`src/rtl/rr_sched_pkg.sv`:
```
`default_nettype none
// ============================================================================
// Module   : rr_sched_pkg
// Purpose  : Shared constants and FSM state type for the round-robin grant
//            scheduler and its priority encoder.
// Contents : N_REQ, IDX_W, sched_state_t, next_idx()
// Revision : 1.0 - initial release
// ============================================================================
package rr_sched_pkg;

  localparam int N_REQ = 16;
  localparam int IDX_W = 4;

  typedef enum logic [1:0] {
    ST_IDLE   = 2'd0,
    ST_SELECT = 2'd1,
    ST_GRANT  = 2'd2
  } sched_state_t;

  // Index following idx, wrapping naturally at the IDX_W-bit boundary.
  function automatic logic [IDX_W-1:0] next_idx(input logic [IDX_W-1:0] idx);
    return idx + 1'b1;
  endfunction

endpackage : rr_sched_pkg
`default_nettype wire

```
`src/rtl/rr_prio_enc_16.sv`:
```
`default_nettype none
// ============================================================================
// Module   : rr_prio_enc_16
// Purpose  : Combinational rotating priority encoder. Finds the first set
//            bit of mask at or above start, wrapping from bit 15 to bit 0.
// Ports    : mask  [15:0] in  - candidate bits
//            start [3:0]  in  - index where the search begins
//            idx   [3:0]  out - index of the first set bit found
//            found        out - high when mask has any bit set
// Revision : 1.0 - initial release
// ============================================================================
module rr_prio_enc_16 (
  input  logic [15:0] mask,
  input  logic [3:0]  start,
  output logic [3:0]  idx,
  output logic        found
);

  import rr_sched_pkg::*;

  logic [15:0] w_rot;
  logic [3:0]  w_off;

  always_comb begin
    // Rotate so that bit 'start' lands at position 0; the search then becomes
    // a plain lowest-set-bit scan and the offset is added back afterwards.
    w_rot = 16'({mask, mask} >> start);
    w_off = 4'd0;
    found = 1'b0;
    for (int i = 15; i >= 0; i--) begin
      if (w_rot[i]) begin
        found = 1'b1;
        w_off = 4'(i);
      end
    end
    idx = start + w_off;
  end

endmodule : rr_prio_enc_16
`default_nettype wire

```
`src/rtl/rr_grant_scheduler.sv`:
```
`default_nettype none
// ============================================================================
// Module   : rr_grant_scheduler
// Purpose  : Round-robin scheduler over 16 request lines. Requests are
//            captured into a pending mask; an IDLE/SELECT/GRANT FSM issues
//            one grant at a time with a valid/ready handshake, the most
//            recently served index getting lowest priority next time.
// Ports    : clk, rst         - clock, synchronous active-high reset
//            req   [N_REQ-1:0] in  - request lines (level or pulse)
//            enable           in  - permits new grants to start
//            grant_ready      in  - consumer accepts the current grant
//            grant_valid      out - grant_idx is valid
//            grant_idx [IDX_W-1:0] out - index of granted requester
//            pending [N_REQ-1:0]   out - registered pending-request mask
//            busy             out - registered |pending
// Revision : 1.0 - initial release
// ============================================================================
module rr_grant_scheduler #(
  parameter int N_REQ = 16,
  parameter int IDX_W = 4
) (
  input  logic             clk,
  input  logic             rst,
  input  logic [N_REQ-1:0] req,
  input  logic             enable,
  input  logic             grant_ready,
  output logic             grant_valid,
  output logic [IDX_W-1:0] grant_idx,
  output logic [N_REQ-1:0] pending,
  output logic             busy
);

  import rr_sched_pkg::*;

  sched_state_t     r_state;
  logic [N_REQ-1:0] r_pending;
  logic [IDX_W-1:0] r_last_idx;
  logic [IDX_W-1:0] r_grant_idx;
  logic             r_grant_valid;
  logic             r_busy;

  logic             w_accept;
  logic [N_REQ-1:0] w_clear;
  logic [N_REQ-1:0] w_pending_next;
  logic [IDX_W-1:0] w_start;
  logic [IDX_W-1:0] w_enc_idx;
  logic             w_enc_found;

  assign w_accept = r_grant_valid & grant_ready;
  assign w_clear  = w_accept ? (N_REQ'(1) << r_grant_idx) : '0;

  // Clear first, then OR in new requests so a re-request on the accept
  // edge keeps the bit pending.
  assign w_pending_next = (r_pending & ~w_clear) | req;

  // last_idx resets to 15, so the first search after reset starts at 0.
  assign w_start = next_idx(r_last_idx);

  rr_prio_enc_16 u_prio_enc (
    .mask  (r_pending),
    .start (w_start),
    .idx   (w_enc_idx),
    .found (w_enc_found)
  );

  always_ff @(posedge clk) begin
    if (rst) begin
      r_state       <= ST_IDLE;
      r_pending     <= '0;
      r_last_idx    <= IDX_W'(N_REQ - 1);
      r_grant_idx   <= '0;
      r_grant_valid <= 1'b0;
      r_busy        <= 1'b0;
    end else begin
      r_pending <= w_pending_next;
      // busy tracks the registered mask, computed from its next value so
      // both flops change on the same edge.
      r_busy    <= |w_pending_next;

      case (r_state)
        ST_IDLE: begin
          if (enable && (|r_pending)) begin
            r_state <= ST_SELECT;
          end
        end

        ST_SELECT: begin
          // Pending cannot drain outside GRANT, so found is expected high;
          // the fallback only guards against an empty mask.
          if (w_enc_found) begin
            r_grant_idx   <= w_enc_idx;
            r_grant_valid <= 1'b1;
            r_state       <= ST_GRANT;
          end else begin
            r_state <= ST_IDLE;
          end
        end

        ST_GRANT: begin
          // enable is deliberately ignored until acceptance: a grant that
          // has been offered is never withdrawn.
          if (w_accept) begin
            r_last_idx    <= r_grant_idx;
            r_grant_valid <= 1'b0;
            if (enable && (|w_pending_next)) begin
              r_state <= ST_SELECT;
            end else begin
              r_state <= ST_IDLE;
            end
          end
        end

        default: begin
          r_state       <= ST_IDLE;
          r_grant_valid <= 1'b0;
        end
      endcase
    end
  end

  assign grant_valid = r_grant_valid;
  assign grant_idx   = r_grant_idx;
  assign pending     = r_pending;
  assign busy        = r_busy;

endmodule : rr_grant_scheduler
`default_nettype wire

```
`config.mk`:
```
export PLATFORM = sky130hd
export DESIGN_NAME = rr_grant_scheduler
export DESIGN_NICKNAME = d
export VERILOG_FILES = /design/src/rtl/rr_sched_pkg.sv /design/src/rtl/rr_prio_enc_16.sv /design/src/rtl/rr_grant_scheduler.sv
export SDC_FILE = /design/constraint.sdc
export NUM_CORES = 1
export LEC_CHECK = 0
export ABC_CLOCK_PERIOD_IN_PS = 9050
export BUFFER_PORTS_ARGS = -buffer_cell sky130_fd_sc_hd__buf_4
export CAP_MARGIN = 20
export CORE_ASPECT_RATIO = 1.75
export CORE_MARGIN = 4
export CORE_UTILIZATION = 50
export CTS_BUF_LIST = sky130_fd_sc_hd__clkbuf_8
export DETAILED_ROUTE_END_ITERATION = 8
export PLACE_DENSITY = 0.82
export SYNTH_ARGS = -nofsm -noshare
export SYNTH_HDL_FRONTEND = slang
export SYNTH_SLANG_ARGS = --single-unit
export TNS_END_PERCENT = 50
```
`constraint.sdc`:
```
create_clock -name clk -period 9.05 [get_ports clk]
set_input_delay 0.905 -clock clk [delete_from_list [all_inputs] [get_ports clk]]
set_output_delay 0.905 -clock clk [all_outputs]
set_load 0.005 [all_outputs]
```
# After elaboration in Yosys (flattened, before gate mapping)
# Cells that the tools add are included.
totals:
  wordCells: 70
  output_inout_bits: 22
  register_bits: 28
classes:
  n_eq_ne: 5
  n_reduce_logical: 9
  shift: 2
  n_addsub: 2
  bitwise_logic: 5
  mux: 41
ops:
  columns: ["op", "n"]
  rows:
  - ["4-bit two-way mux", 16]
  - ["16-bit OR reduction", 2]
  - ["32-bit by 4-bit >> shifter with 16-bit output", 1]
  - ["1-bit two-way mux", 19]
  - ["16-bit bitwise AND", 1]
  - ["16-bit two-way mux", 1]
  - ["16-bit inverter", 1]
  - ["16-bit OR", 1]
  - ["1-bit by 4-bit left shift with 16-bit output (first input constant)", 1]
  - ["2-bit two-way mux", 3]
  - ["2-bit one-hot mux with 3 select lines", 1]
  - ["2-bit AND reduction", 3]
  - ["4-bit by 1-bit adder with 4-bit output (second input constant)", 1]
  - ["4-bit adder", 1]
  - ["2-bit != test (second input constant)", 2]
  - ["1-bit one-hot mux with 3 select lines", 1]
  - ["3-bit AND reduction", 1]
  - ["2-bit by 1-bit equality test with 1-bit output (second input constant)", 1]
  - ["2-bit equality test (second input constant)", 1]
  - ["1-bit logical AND", 2]
  - ["2-bit zero test", 1]
  - ["2-bit by 1-bit != test with 1-bit output (second input constant)", 1]
  - ["1-bit bitwise AND", 1]
  - ["1-bit inverter", 1]

# Depth between registers and ports, before layout
depth:
  ltp_word: 20
  depth_mapped: 17
  mapped_depth_nobuf: 16

# By module
# Synthesis repeated with hierarchy kept, for this count alone.
unflattened:
  cells_unflattened: 259
  hier_area_um2: 2496.1
modules_own_cells:
  columns: ["mod", "seq_area_each_um2", "area_per_inst_um2", "cells_per_inst", "n_inst"]
  rows:
  - ["rr_prio_enc_16", 0.0, 1320.0, 129, 1]
  - ["rr_grant_scheduler", 560.5, 1176.1, 130, 1]

# Least setup slack after synthesis
# No wires, ideal clock.
synth_path:
  path_kind: "flip-flop to flip-flop"
  from: "register r_last_idx[1]"
  to: "register r_grant_idx[3] (netlist: grant_idx[3])"
  path_slack_ps: 5482
  path_stages_with_launch: 16
  arrival_ps: 3436
  setup_time_ps: 133
  period_less_slack_ps: 3568
  path_buffers: 1
  cell_sequence: "dfxtp_1 > ha_1 > buf_6 > mux2_2 > mux2_4 > mux4_2 > a41oi_4 > nand2_1 > a31o_2 > and2_1 > ha_1 > a21oi_1 > xnor2_1 > nor2_1 > a22oi_1 > a31oi_1"
synth_between:
  elab_chain_cells: 19
  elab_cells_between_ends: 36
synth_rtl:
  columns: ["item", "line", "rtl"]
  rows:
  - ["start, declared", "rr_grant_scheduler.sv:37", "logic [IDX_W-1:0] r_last_idx;"]
  - ["start signal, assigned", "rr_grant_scheduler.sv:70", "r_last_idx <= IDX_W'(N_REQ - 1);"]
  - ["start signal, assigned", "rr_grant_scheduler.sv:103", "r_last_idx <= r_grant_idx;"]
  - ["4-bit by 1-bit adder with 4-bit output (*)", "rr_sched_pkg.sv:22", "return idx + 1'b1;"]
  - ["32-bit by 4-bit >> shifter with 16-bit output", "rr_prio_enc_16.sv:27", "w_rot = 16'({mask, mask} >> start);"]
  - ["4-bit two-way mux / 1-bit two-way mux (equally long branches) (16 in a row)", "rr_prio_enc_16.sv:31", "if (w_rot[i]) begin"]
  - ["4-bit adder / 2-bit AND reduction (equally long branches)", null, null]
  - ["end signal, assigned", "rr_grant_scheduler.sv:91", "r_grant_idx <= w_enc_idx;"]
  - ["end, declared", "rr_grant_scheduler.sv:38", "logic [IDX_W-1:0] r_grant_idx;"]
# Every way passes the cells marked *; elsewhere a longest branch is shown, timed or not.
# A chain may end at the register's enable or synchronous reset.

# Worst setup path after layout
layout_path:
  from: "register r_last_idx[0]"
  to: "register r_grant_idx[1] (netlist: grant_idx[1])"
layout_between:
  elab_chain_cells: 19
  elab_cells_between_ends: 36
layout_rtl:
  columns: ["item", "line", "rtl"]
  rows:
  - ["4-bit by 1-bit adder with 4-bit output (*)", "rr_sched_pkg.sv:22", null]
  - ["32-bit by 4-bit >> shifter with 16-bit output", "rr_prio_enc_16.sv:27", null]
  - ["4-bit two-way mux (16 in a row)", "rr_prio_enc_16.sv:31", null]
  - ["4-bit adder (*)", "rr_prio_enc_16.sv:36", "idx = start + w_off;"]
  - ["via u_prio_enc.idx[1]", "rr_prio_enc_16.sv:15", "output logic [3:0] idx,"]
# The timed path passes the listed nets; every way through them passes the cells marked *.

==> run metrics <==
CTS resizes=0; starting density of the core=slightly above 50%; Layout Area Growth over Synthesis=14.4%; Clock Path Buffers=2; drt total wl=about 7500 um; first-pass GRT wire length=roughly 12000 um; DR vias=around 2600; Int Power=~0.00022 W; setup bufs post-CTS=0; Nets=between 300 and 400; switching power=~0.00012 W; CTS tree=built; ANT cells=0; die footprint=0.00616 mm^2; CP Capture Type=flop; Routed met1 length=between 2000 and 3000 um; Post-Syn Area per Cell=~8.0 um^2; Synth Flop Type=dfxtp_1; count leader, synth=nor2_1; DR top layer=met4; MaxCap Viol Count=0; Iter 0 DRT Violations=~120; Tcrit/Tclk final=approximately 55%; CP startpoint kind=flop; post-route cell area=between 0.002 and 0.003 mm^2; Reg power frac=between 40% and 50%; vias in the first global route=between 2000 and 3000; WP data arrival=5100 ps; Distinct cells, synth=52; Core Footprint=between 0.004 and 0.005 mm^2; worst-skew pair later-pin latency=between 200 and 300 ps; top post-synthesis cells by area=dfxtp_1 23%, mux2i_1 11%, mux2_2 6.4%, nor2_1 5.8%, mux4_2 5.5%; Synth area leader=dfxtp_1; Sum Neg Setup Slack=0 ps; Routed Antenna Nets=0; largest net degree at the start of global routing=31; met2 WL=4160 um; relative slew slack=approximately 44%; post-cts hold buffer count=0; Tmin final=approximately 5000 ps; GRT Total Usage=25.5%; Final HPWL DP=slightly below 6000 um; worst min path class=flop to flop; H-tree depth=1; CP required=9210 ps; Final Skew=between 3 and 4 ps; sequential cell area fraction in the yosys report=a little under a quarter; Cells after Synth=between 300 and 400; endpoints failing setup=0; Avg WL per Cell=slightly below 20 um; Clock power frac=roughly 23%; r2r setup slk=slightly above 4000 ps; port bufs=41; max-slew violation count=0; FFs w/ async S/R, synth=0%; Die W=61.1 um; Post-synth EDFFs=0; Static Leak=around 1.1 nW; Synth top area share=a little under a quarter; initial antenna violation count=0; layout cells sized above 1=a little under a quarter; # IOs=between 40 and 50; std cell rows=33; syn_nets=around 330; gr ovfl total=0; VDD IR max=approximately 0.00016 V; Highest Clock Rate=slightly above 200 MHz; switch share=a little over a third; CTS clock-pin slew for the worst setup and hold paths=90 ps; Num CTS Buffers=3; Power Dens Cells=between 100 and 150 mW/mm^2; status=completed; Syn. warnings=0; synth cell count leaders=38 x nor2_1, 28 x dfxtp_1, 28 x nand2_1, 26 x mux2i_1; critical-path maximum fanout=26; wire length on met3=~380 um; Via-to-Cell Ratio=approximately 6.8; drt first pass iters=5; DRC Markers=0; # fillers=420; Placer Congestion=~0.95; Comb power frac=35.4%; CTS root buf=clkbuf_8; final hold violations=0; #FFs+latches synth=28; placed inst area=~0.0027 mm^2; die height=a little over 100 um; TritonCTS Sinks=28; RSZ-0062 raised after global routing=no; worst slew pin tran=approximately 840 ps; Syn Std Cell Area=between 0.002 and 0.0025 mm^2; critical path type=flop to flop
## final timing paths
path	startpoint	endpoint	cells past startpoint
worst min register to register	r_state[1]	r_state[0]	1
worst max register to register	r_last_idx[0]	grant_idx[1]	13
worst min-delay path	r_state[1]	r_state[0]	1
worst max-delay path	r_last_idx[0]	grant_idx[1]	13
## cell usage in the layout (no fill, tap or decap), types with 2 or more instances in the layout
master	n
buf_4	44
nor2_1	38
nand2_1	28
dfxtp_1	28
mux2i_1	26
nand3_1	20
a21oi_1	20
mux2_2	14
o21ai_0	14
nand4_1	11
o211ai_1	7
a211oi_1	7
mux4_2	6
inv_1	6
nor3_1	6
a31oi_1	5
and2_1	4
a211o_1	4
ha_1	4
clkbuf_8	4
xnor2_1	3
and4_1	3
or3_1	3
xor2_1	2
a22oi_1	2
mux2_4	2
o31a_1	2
o41ai_1	2
nand3b_1	2
## flip-flops by register name, indices dropped and copies added, names as in the netlist
name and flops:
r_last_idx 4, pending 16, r_state 2, grant_valid 1, busy 1, grant_idx 4
## metal layers
| metal | vias to the layer above | track usage (%) |
|---|---|---|
| met5 | - | 0 |
| met4 | 0 | 14.2 |
| met3 | 39 | 2.18 |
| met2 | 142 | 45.7 |
| met1 | 1234 | 27.7 |
| li1 | 1213 | - |
## power groups by stage
stage               clock (W)  combinational [W]  sequential (W)
global placement            0           0.000115        0.000146
global route        0.0000812           0.000132        0.000145
finish              0.0000770           0.000121        0.000144
CTS                 0.0000768           0.000118        0.000143
detailed placement          0           0.000118        0.000146
floorplan                   0          0.0000802        0.000142
## final cells by class
cell class                 count  area, um^2  share of cell area, %
clock buffer                   4        55.1                   1.95
inverter                       8        30.0                   1.07
multi-input combinational    253        1780                   63.1
sequential                    28         561                   19.9
tap                           52        65.1                   2.31
timing repair buffer          44         330                   11.7
## stage by stage
stage | util (%) | power (W) | instances | worst slack, ps | hold WS (ps)
floorplan | - | 0.000222 | 307 | 5480 | 457
global placement | 57.9 | 0.000261 | 383 | 4030 | 483
detailed placement | 57.9 | 0.000264 | 383 | 3900 | 482
CTS | 59.1 | 0.000339 | 387 | 3900 | 503
global route | 59.4 | 0.000358 | 389 | 3780 | 530
finish | 59.4 | 0.000342 | 389 | 4100 | 503
## kinds of logic after synthesis
| group | after synthesis | share of synthesized area, % |
|---|---|---|
| fa+ha+maj | 5 | 2.84 |
| simple gates | 121 | 23.4 |
| xor+xnor | 5 | 1.78 |
| mux | 48 | 23.7 |
| compound gates | 74 | 20.5 |
| flops | 28 | 22.8 |
| buf+inv | 26 | 5.08 |
## critical path, cell delays in order (launching register included)
cell	delay, ps
dfxtp_1	870
ha_1	830
mux2i_1	480
mux2_2	300
mux2i_1	80
mux2i_1	520
nand3_1	140
o41ai_1	470
ha_1	270
fa_1	420
nand3b_1	120
a31oi_1	60
a31oi_1	170
o211ai_1	100
No activity file was read; power rests on OpenSTA's default activity.
